[src/rtl/ihp_sram_bridge.sv]
// ihp_sram_bridge
// Bridge between the IHP_SRAM fabric tile pair and the physical SRAM macro.
// After the fabric bitstream is loaded (cfg_done), the bridge can zero-clear
// the whole macro. It then forwards fabric accesses to the macro through one
// register stage, and returns held read data to the tile.
//
// Ports:
//   UserCLK     fabric user clock; all state updates on the rising edge
//   RESETn      asynchronous active-low reset
//   cfg_done    bitstream-loaded level flag (asynchronous, synchronized here)
//   clear_en    quasi-static; 1 = run the zero-clear sweep before RUN
//   fab_*       tile ADDR/DIN/BM/MEN/WEN/REN outputs
//   fab_dout    held read data returned to the tile
//   configured  drives the tile's CONFIGURED_top input
//   busy        clear sweep in progress
//   sram_*      registered macro controls; sram_dout is macro read data,
//               valid one cycle after a read is issued
module ihp_sram_bridge #(
  parameter int ADDR_WIDTH = 10,
  parameter int DATA_WIDTH = 32,
  parameter int DEPTH      = 1024
) (
  input  logic                  UserCLK,
  input  logic                  RESETn,
  input  logic                  cfg_done,
  input  logic                  clear_en,
  input  logic [ADDR_WIDTH-1:0] fab_addr,
  input  logic [DATA_WIDTH-1:0] fab_din,
  input  logic [DATA_WIDTH-1:0] fab_bm,
  input  logic                  fab_men,
  input  logic                  fab_wen,
  input  logic                  fab_ren,
  output logic [DATA_WIDTH-1:0] fab_dout,
  output logic                  configured,
  output logic                  busy,
  output logic [ADDR_WIDTH-1:0] sram_addr,
  output logic [DATA_WIDTH-1:0] sram_din,
  output logic [DATA_WIDTH-1:0] sram_bm,
  output logic                  sram_men,
  output logic                  sram_wen,
  output logic                  sram_ren,
  input  logic [DATA_WIDTH-1:0] sram_dout
);

  typedef enum logic [1:0] {
    StIdle  = 2'b00,
    StClear = 2'b01,
    StRun   = 2'b10
  } state_e;

  localparam logic [ADDR_WIDTH-1:0] LastAddr = ADDR_WIDTH'(DEPTH - 1);

  state_e                state_q, state_d;
  logic                  cfg_meta_q, cfg_s_q;
  logic [ADDR_WIDTH-1:0] clr_addr_q, clr_addr_d;
  logic                  configured_q, configured_d;
  logic                  busy_q, busy_d;
  logic [ADDR_WIDTH-1:0] sram_addr_q, sram_addr_d;
  logic [DATA_WIDTH-1:0] sram_din_q, sram_din_d;
  logic [DATA_WIDTH-1:0] sram_bm_q, sram_bm_d;
  logic                  sram_men_q, sram_men_d;
  logic                  sram_wen_q, sram_wen_d;
  logic                  sram_ren_q, sram_ren_d;
  logic                  rd_pend_q;
  logic [DATA_WIDTH-1:0] fab_dout_q;

  // Two-flop synchronizer: cfg_done comes from the configuration domain.
  always_ff @(posedge UserCLK or negedge RESETn) begin
    if (!RESETn) begin
      cfg_meta_q <= 1'b0;
      cfg_s_q    <= 1'b0;
    end else begin
      cfg_meta_q <= cfg_done;
      cfg_s_q    <= cfg_meta_q;
    end
  end

  // Next-state and next-output logic. configured and busy are computed for
  // the state being entered so they come straight from flops (no decode
  // glitches toward the fabric). Losing cfg_s always abandons the current
  // activity and parks the macro interface at zero.
  always_comb begin
    state_d      = state_q;
    clr_addr_d   = clr_addr_q;
    configured_d = 1'b0;
    busy_d       = 1'b0;
    sram_addr_d  = '0;
    sram_din_d   = '0;
    sram_bm_d    = '0;
    sram_men_d   = 1'b0;
    sram_wen_d   = 1'b0;
    sram_ren_d   = 1'b0;
    unique case (state_q)
      StIdle: begin
        clr_addr_d = '0;
        if (cfg_s_q) begin
          if (clear_en) begin
            state_d = StClear;
            busy_d  = 1'b1;
          end else begin
            state_d      = StRun;
            configured_d = 1'b1;
          end
        end
      end
      StClear: begin
        if (!cfg_s_q) begin
          state_d    = StIdle;
          clr_addr_d = '0;
        end else begin
          sram_addr_d = clr_addr_q;
          sram_bm_d   = '1;
          sram_men_d  = 1'b1;
          sram_wen_d  = 1'b1;
          // The sweep stops on the last word rather than wrapping, so DEPTH
          // smaller than the address space leaves the upper words untouched.
          if (clr_addr_q == LastAddr) begin
            state_d      = StRun;
            clr_addr_d   = '0;
            configured_d = 1'b1;
          end else begin
            clr_addr_d = clr_addr_q + 1'b1;
            busy_d     = 1'b1;
          end
        end
      end
      StRun: begin
        if (!cfg_s_q) begin
          state_d = StIdle;
        end else begin
          configured_d = 1'b1;
          sram_addr_d  = fab_addr;
          sram_din_d   = fab_din;
          sram_bm_d    = fab_bm;
          sram_men_d   = fab_men;
          sram_wen_d   = fab_wen;
          sram_ren_d   = fab_ren;
        end
      end
      default: state_d = StIdle;
    endcase
  end

  // State, sweep counter and the registered macro interface.
  always_ff @(posedge UserCLK or negedge RESETn) begin
    if (!RESETn) begin
      state_q      <= StIdle;
      clr_addr_q   <= '0;
      configured_q <= 1'b0;
      busy_q       <= 1'b0;
      sram_addr_q  <= '0;
      sram_din_q   <= '0;
      sram_bm_q    <= '0;
      sram_men_q   <= 1'b0;
      sram_wen_q   <= 1'b0;
      sram_ren_q   <= 1'b0;
    end else begin
      state_q      <= state_d;
      clr_addr_q   <= clr_addr_d;
      configured_q <= configured_d;
      busy_q       <= busy_d;
      sram_addr_q  <= sram_addr_d;
      sram_din_q   <= sram_din_d;
      sram_bm_q    <= sram_bm_d;
      sram_men_q   <= sram_men_d;
      sram_wen_q   <= sram_wen_d;
      sram_ren_q   <= sram_ren_d;
    end
  end

  // Read return: the macro presents data one cycle after the read is
  // issued, so a pending flag marks that cycle. The captured word is held
  // until the next read; only reset clears it.
  always_ff @(posedge UserCLK or negedge RESETn) begin
    if (!RESETn) begin
      rd_pend_q  <= 1'b0;
      fab_dout_q <= '0;
    end else begin
      rd_pend_q <= sram_men_q & sram_ren_q;
      if (rd_pend_q) begin
        fab_dout_q <= sram_dout;
      end
    end
  end

  assign fab_dout   = fab_dout_q;
  assign configured = configured_q;
  assign busy       = busy_q;
  assign sram_addr  = sram_addr_q;
  assign sram_din   = sram_din_q;
  assign sram_bm    = sram_bm_q;
  assign sram_men   = sram_men_q;
  assign sram_wen   = sram_wen_q;
  assign sram_ren   = sram_ren_q;

endmodule
[config.mk]
export PLATFORM = sky130hd
export DESIGN_NAME = ihp_sram_bridge
export DESIGN_NICKNAME = d
export VERILOG_FILES = /design/src/rtl/ihp_sram_bridge.sv
export SDC_FILE = /design/constraint.sdc
export NUM_CORES = 1
export LEC_CHECK = 0
export ABC_AREA = 1
export CORE_MARGIN = 2
export CORE_UTILIZATION = 35
export CTS_BUF_LIST = sky130_fd_sc_hd__clkbuf_8
export DETAILED_ROUTE_END_ITERATION = 10
export GPL_TIMING_DRIVEN = 1
export MAX_ROUTING_LAYER = met4
export PLACE_DENSITY = 0.73
export RECOVER_POWER = 50
export SETUP_SLACK_MARGIN = 0.02
export SLEW_MARGIN = 20
export SYNTH_ARGS = -nofsm -noshare
export SYNTH_HDL_FRONTEND = slang
export SYNTH_SLANG_ARGS = --single-unit
[constraint.sdc]
create_clock -name UserCLK -period 1.25 [get_ports UserCLK]
set_input_delay 0.25 -clock UserCLK [delete_from_list [all_inputs] [get_ports UserCLK]]
set_output_delay 0.25 -clock UserCLK [all_outputs]
set_load 0.01 [all_outputs]
Yosys cells after proc, flatten, opt, wreduce, memory -nomap -nowiden --
Cells that the tools add are included.
Word-level totals: ROM bits 0, latch bits 0, memories kept 0, bits in writable memories 0, input port bits 113, bits in registers 126
Cells by class: mux-type cells 34, $add $sub $neg 1, div/mod/pow operators 0, $lt $le $gt $ge 0, multipliers 0, shifts and indexed selects 0, equality and inequality tests 6, bitwise logic cells 1, reductions and logical operators 3
Operators with widths (number):
- $mux W32 | 4
- $pmux W32 S2 | 1
- $mux W10 | 4
- $pmux W10 S2 | 2
- $mux W1 | 13
- $add A10 B1 Y10 const B | 1
- $eq A10 B10 Y1 const B | 1
- $mux W2 | 5
- $pmux W1 S2 | 3
- $pmux W2 S3 | 1
- $ne A2 B2 Y1 const B | 2
- $ne A3 B3 Y1 const B | 1
- $pmux W1 S3 | 1
- $reduce_and A3 Y1 | 1
- $eq A2 B1 Y1 const B | 1
- $eq A2 B2 Y1 const B | 1
- $logic_not A2 Y1 | 1
- $reduce_bool A2 Y1 | 1
- $and A1 B1 Y1 | 1

Longest topological paths before layout --
word-level depth 4, gate-level depth with buffers 8, gate-level depth less buffers 8

Least setup slack after synthesis --
OpenSTA, ideal clock, no wires.
kind reg-to-reg, start point reg state_q[0], end point reg state_q[1], library setup time 0.121 ns, data required time 1.129 ns, setup slack -0.119 ns, data arrival time 1.248 ns, stages on the path, launching flop included 9, buffers on the path 0, cell sequence dfrtp_1 -> inv_1 -> ha_1 -> nand2_2 -> inv_2 -> a21oi_1 -> nand2_4 -> nand2_1 -> o21ai_2
Between the ends: word-level cells in the longest chain between the ends 3
RTL lines:
- from (decl) | line 53 | state_e state_q, state_d;
- from (signal assigned) | line 147 | state_q <= StIdle;
- from (signal assigned) | line 158 | state_q <= state_d;
- $eq A2 B1 Y1 (tied with other cells) | line 93 | unique case (state_q)
- $ne A3 B3 Y1 (no source line) or $ne A2 B2 Y1 (tied branches)
- $reduce_and A3 Y1 (no source line)
Several ways; a longest one is shown, not always the timed one. A chain may end at the register's enable or synchronous reset.

Worst setup path after layout --
start point reg state_q[1], end point reg state_q[1]
Same word-level chain as after synthesis.

==> impl_metrics.py <==
metrics = {
    "power_and_ir_drop": {
        "peakVddDrop_mv": 0.732,
        "power_density_nw_per_um2": 1820,
        "leakage_nw": 4.26,
    },
    "floorplanning": {
        "die_h_microns": 121,
        "ioPinCount": 224,
        "start_util_pct": 36.1,
        "die_w_microns": 121,
        "rows": 42,
        "core_sq_um": 13300,
        "dieArea_sq_um": 14700,
    },
    "timing": {
        "slew_headroom_pct": 68.8,
        "grt_setup_unrepaired": "yes",
        "finalSetupViolations": 64,
        "finalCritPeriodShare_pct": 109,
        "period_minus_slack_ns": 1.36,
        "worst_pin_slew_ns": 0.468,
        "clock_skew_ns": 0.0110,
        "hold_viol_final": 0,
        "clock.fmax_mhz": 735,
        "worst_slack_ns": -0.111,
        "finalSetupTns_ns": -2.98,
        "slew_viol_final": 0,
    },
    "global_route": {
        "grt_pass1_vias": 4240,
        "grt_first_pass_wirelength_mm": 21.0,
        "antenna_found_initial": 0,
        "grt_use_total_pct": 19.3,
        "grt_max_degree": 33,
        "grt_overflow_total": 0,
    },
    "outcome": {
        "status": "finished, violations left",
        "violations": "negative setup slack",
    },
    "final_layout": {
        "areaGrowthSynthToFinish_pct": 75.4,
        "nets": 836,
        "fin_area_sq_um": 8450,
        "drive_gt1_share_pct": 47.5,
        "final_core_util_pct": 63.3,
        "antenna_cells": 0,
        "n_fill_cell": 1038,
    },
    "clock_network": {
        "cts_buffers": 17,
        "clock_latency_ns": 0.44,
        "clock-root-buffer": "clkbuf_8",
        "cts_max_level": 4,
        "cts_sinks": 126,
        "cts_tree": "yes",
        "cts.reportedPaths.clkPinSlew_ns": 0.07,
        "cts_buffer_depth": 2,
    },
    "placed_design": {
        "gp_congestion": 0.889,
        "hpwl_mm": 9.91,
        "place_area_sq_um": 7540,
        "numPortBuffers": 223,
    },
    "logic_synthesis": {
        "synth-simple-area-share_pct": 12.2,
        "ys_ff_latch": 126,
        "ys_seq_area_share_pct": 65.5,
        "ys_warn_count": 0,
        "synth_top_family_by_area": "simple AND/OR/NAND/NOR gates",
        "syn_area_sq_um": 4820,
        "yosys.area_share.xor_xnor_pct": 0.727,
        "muxShareOfSynthArea_pct": 7.48,
        "synth_top_area_share_pct": 65.5,
        "yosysTopAreaCell": "dfrtp_1",
        "syn_inst": 437,
        "synth_fa_ha_area_share_pct": 1.30,
        "synth_nets": 555,
        "ys_top_cells_by_area": "dfrtp_1, mux2_2, nand2_1",
        "ys_types": 30,
        "synth_compound_area_share_pct": 6.47,
        "avgSynthCellArea_sq_um": 11.0,
    },
    "job": {
        "drv_cap": 0,
    },
    "setup_path": {
        "path_class": "flop to flop",
        "cp-end-kind": "flop",
        "cp-start-kind": "flop",
        "critPathRequiredTime_ns": 1.57,
        "path_max_fanout": 7,
        "worstPathArrival_ns": 1.69,
    },
    "detailed_routing": {
        "finalWirelength_mm": 15.1,
        "via_count": 4181,
        "wl_per_cell_microns": 16.7,
        "ant_nets": 0,
        "avgViaCountPerCell": 4.62,
        "dr.pass1.iters": 4,
        "drcViolationCount": 0,
        "drtIter0Drc": 241,
    },
    "min_path": {
        "hp-class": "input port to async pin",
    },
}
[what timing repair did]
action                     in CTS  in global routing
hold buffers                    1                  0
setup endpoints to repair     201                170
hold endpoints to repair      126                  0
pin swaps                       7                 23
cloned                          2                  9
buffers inserted                8                  8
gates resized for setup       512                129
[per-stage QoR]
step | power [mW] | hold slack [ns] | worst slack [ns] | instances
6_report | 15.3 | 0.260 | -0.111 | 905
5_1_grt | 16.1 | 0.262 | -0.174 | 905
4_1_cts | 14.3 | 0.192 | -0.0826 | 888
3_5_place_dp | 10.7 | 0.140 | -0.126 | 847
3_3_place_gp | 10.6 | 0.143 | -0.0677 | 847
2_1_floorplan | 7.64 | -0.0456 | -0.0522 | 437
[worst paths after layout]
path,start,endpoint,cells past startpoint,slack [ns]
worst max-delay path,state_q[1]$_DFFE_PN0P_,state_q[1]$_DFFE_PN0P_,8,-0.11
worst min-delay path,RESETn,sram_bm[17]$_DFF_PN0_,2,0.26
worst max register to register,state_q[1]$_DFFE_PN0P_,state_q[1]$_DFFE_PN0P_,8,-0.11
worst min register to register,cfg_meta_q$_DFF_PN0_,cfg_s_q$_DFF_PN0_,0,0.35
max in group asynchronous,RESETn,state_q[0]$_DFFE_PN0P_,3,0.12
min in group UserCLK,fab_din[14],sram_din[14]$_DFF_PN0_,3,0.32
[synth_stat cells (all sizes together)]
library cell and n:
buf 10, o31ai 1, inv 50, nand4 1, nor2 46, dfrtp 126, clkinv 2, a21oi 49
mux2 32, xor2 4, clkbuf 9, ha 5, o21ai 8, nand2 86, nand3 7, a21boi 1
[layout by cell type (no fill, tap or decap), types with 7 or more instances in the layout]
master and n:
nand2_2 19, nor2_1 31, mux2_2 30, buf_12 7, nand2_1 43, nand2_4 22, a21oi_2 41, buf_6 39
nor2_2 10, clkbuf_8 19, dfrtp_1 124, inv_1 49, buf_2 81, clkdlybuf4s50_1 110, buf_4 23
[state kept, by name (all words and copies together) (netlist names), 2 cells and up]
name / cells
fab_dout: 32
sram_bm: 32
sram_addr: 10
state_q: 2
sram_din: 32
clr_addr_q: 10
[routing by layer]
layer | global-route usage, % | part of all wire [%] | vias up
met5 | - | 0 | -
met4 | 9.77 | 2.9 | 0
met3 | 5.17 | 6.1 | 39
met2 | 32.9 | 54 | 165
met1 | 20.7 | 37 | 2048
li1 | - | - | 1929
[kinds of logic (layout without fill, tap and decap cells)]
| logic type | after synthesis | count (layout) |
|---|---|---|
| fa+ha+maj | 5 | 5 |
| xor+xnor | 4 | 4 |
| buf+inv | 71 | 363 |
| flops | 126 | 126 |
| mux | 32 | 32 |
| compound gates | 59 | 59 |
| simple gates | 140 | 140 |
[area by class of cell]
| type | instances | area (sq um) | share of cell area (%) |
|---|---|---|---|
| Inverter | 52 | 230 | 2.72 |
| Timing Repair Buffer | 280 | 2570 | 30.4 |
| Sequential cell | 126 | 3160 | 37.3 |
| Clock inverter | 11 | 128 | 1.51 |
| Timing Repair inverter | 1 | 8.76 | 0.104 |
| Clock buffer | 19 | 262 | 3.09 |
| Multi-Input combinational cell | 240 | 1880 | 22.2 |
| Tap cell | 176 | 220 | 2.61 |
[power by group]
part	switching [mW]	internal [mW]
Combinational	3.18	3.19
Sequential	0.430	4.99
Clock	1.53	2.01
Total	5.14	10.2
[worst max-delay path: stages, from the launching register on]
cell and delay (ns):
dfrtp_1 0.41, buf_6 0.13, ha_4 0.16, nand2_8 0.09, clkinv_8 0.11, a21oi_4 0.15, nand2_4 0.09, nand2_2 0.06
o21ai_2 0.04
No activity file was read; power rests on OpenSTA's default activity.
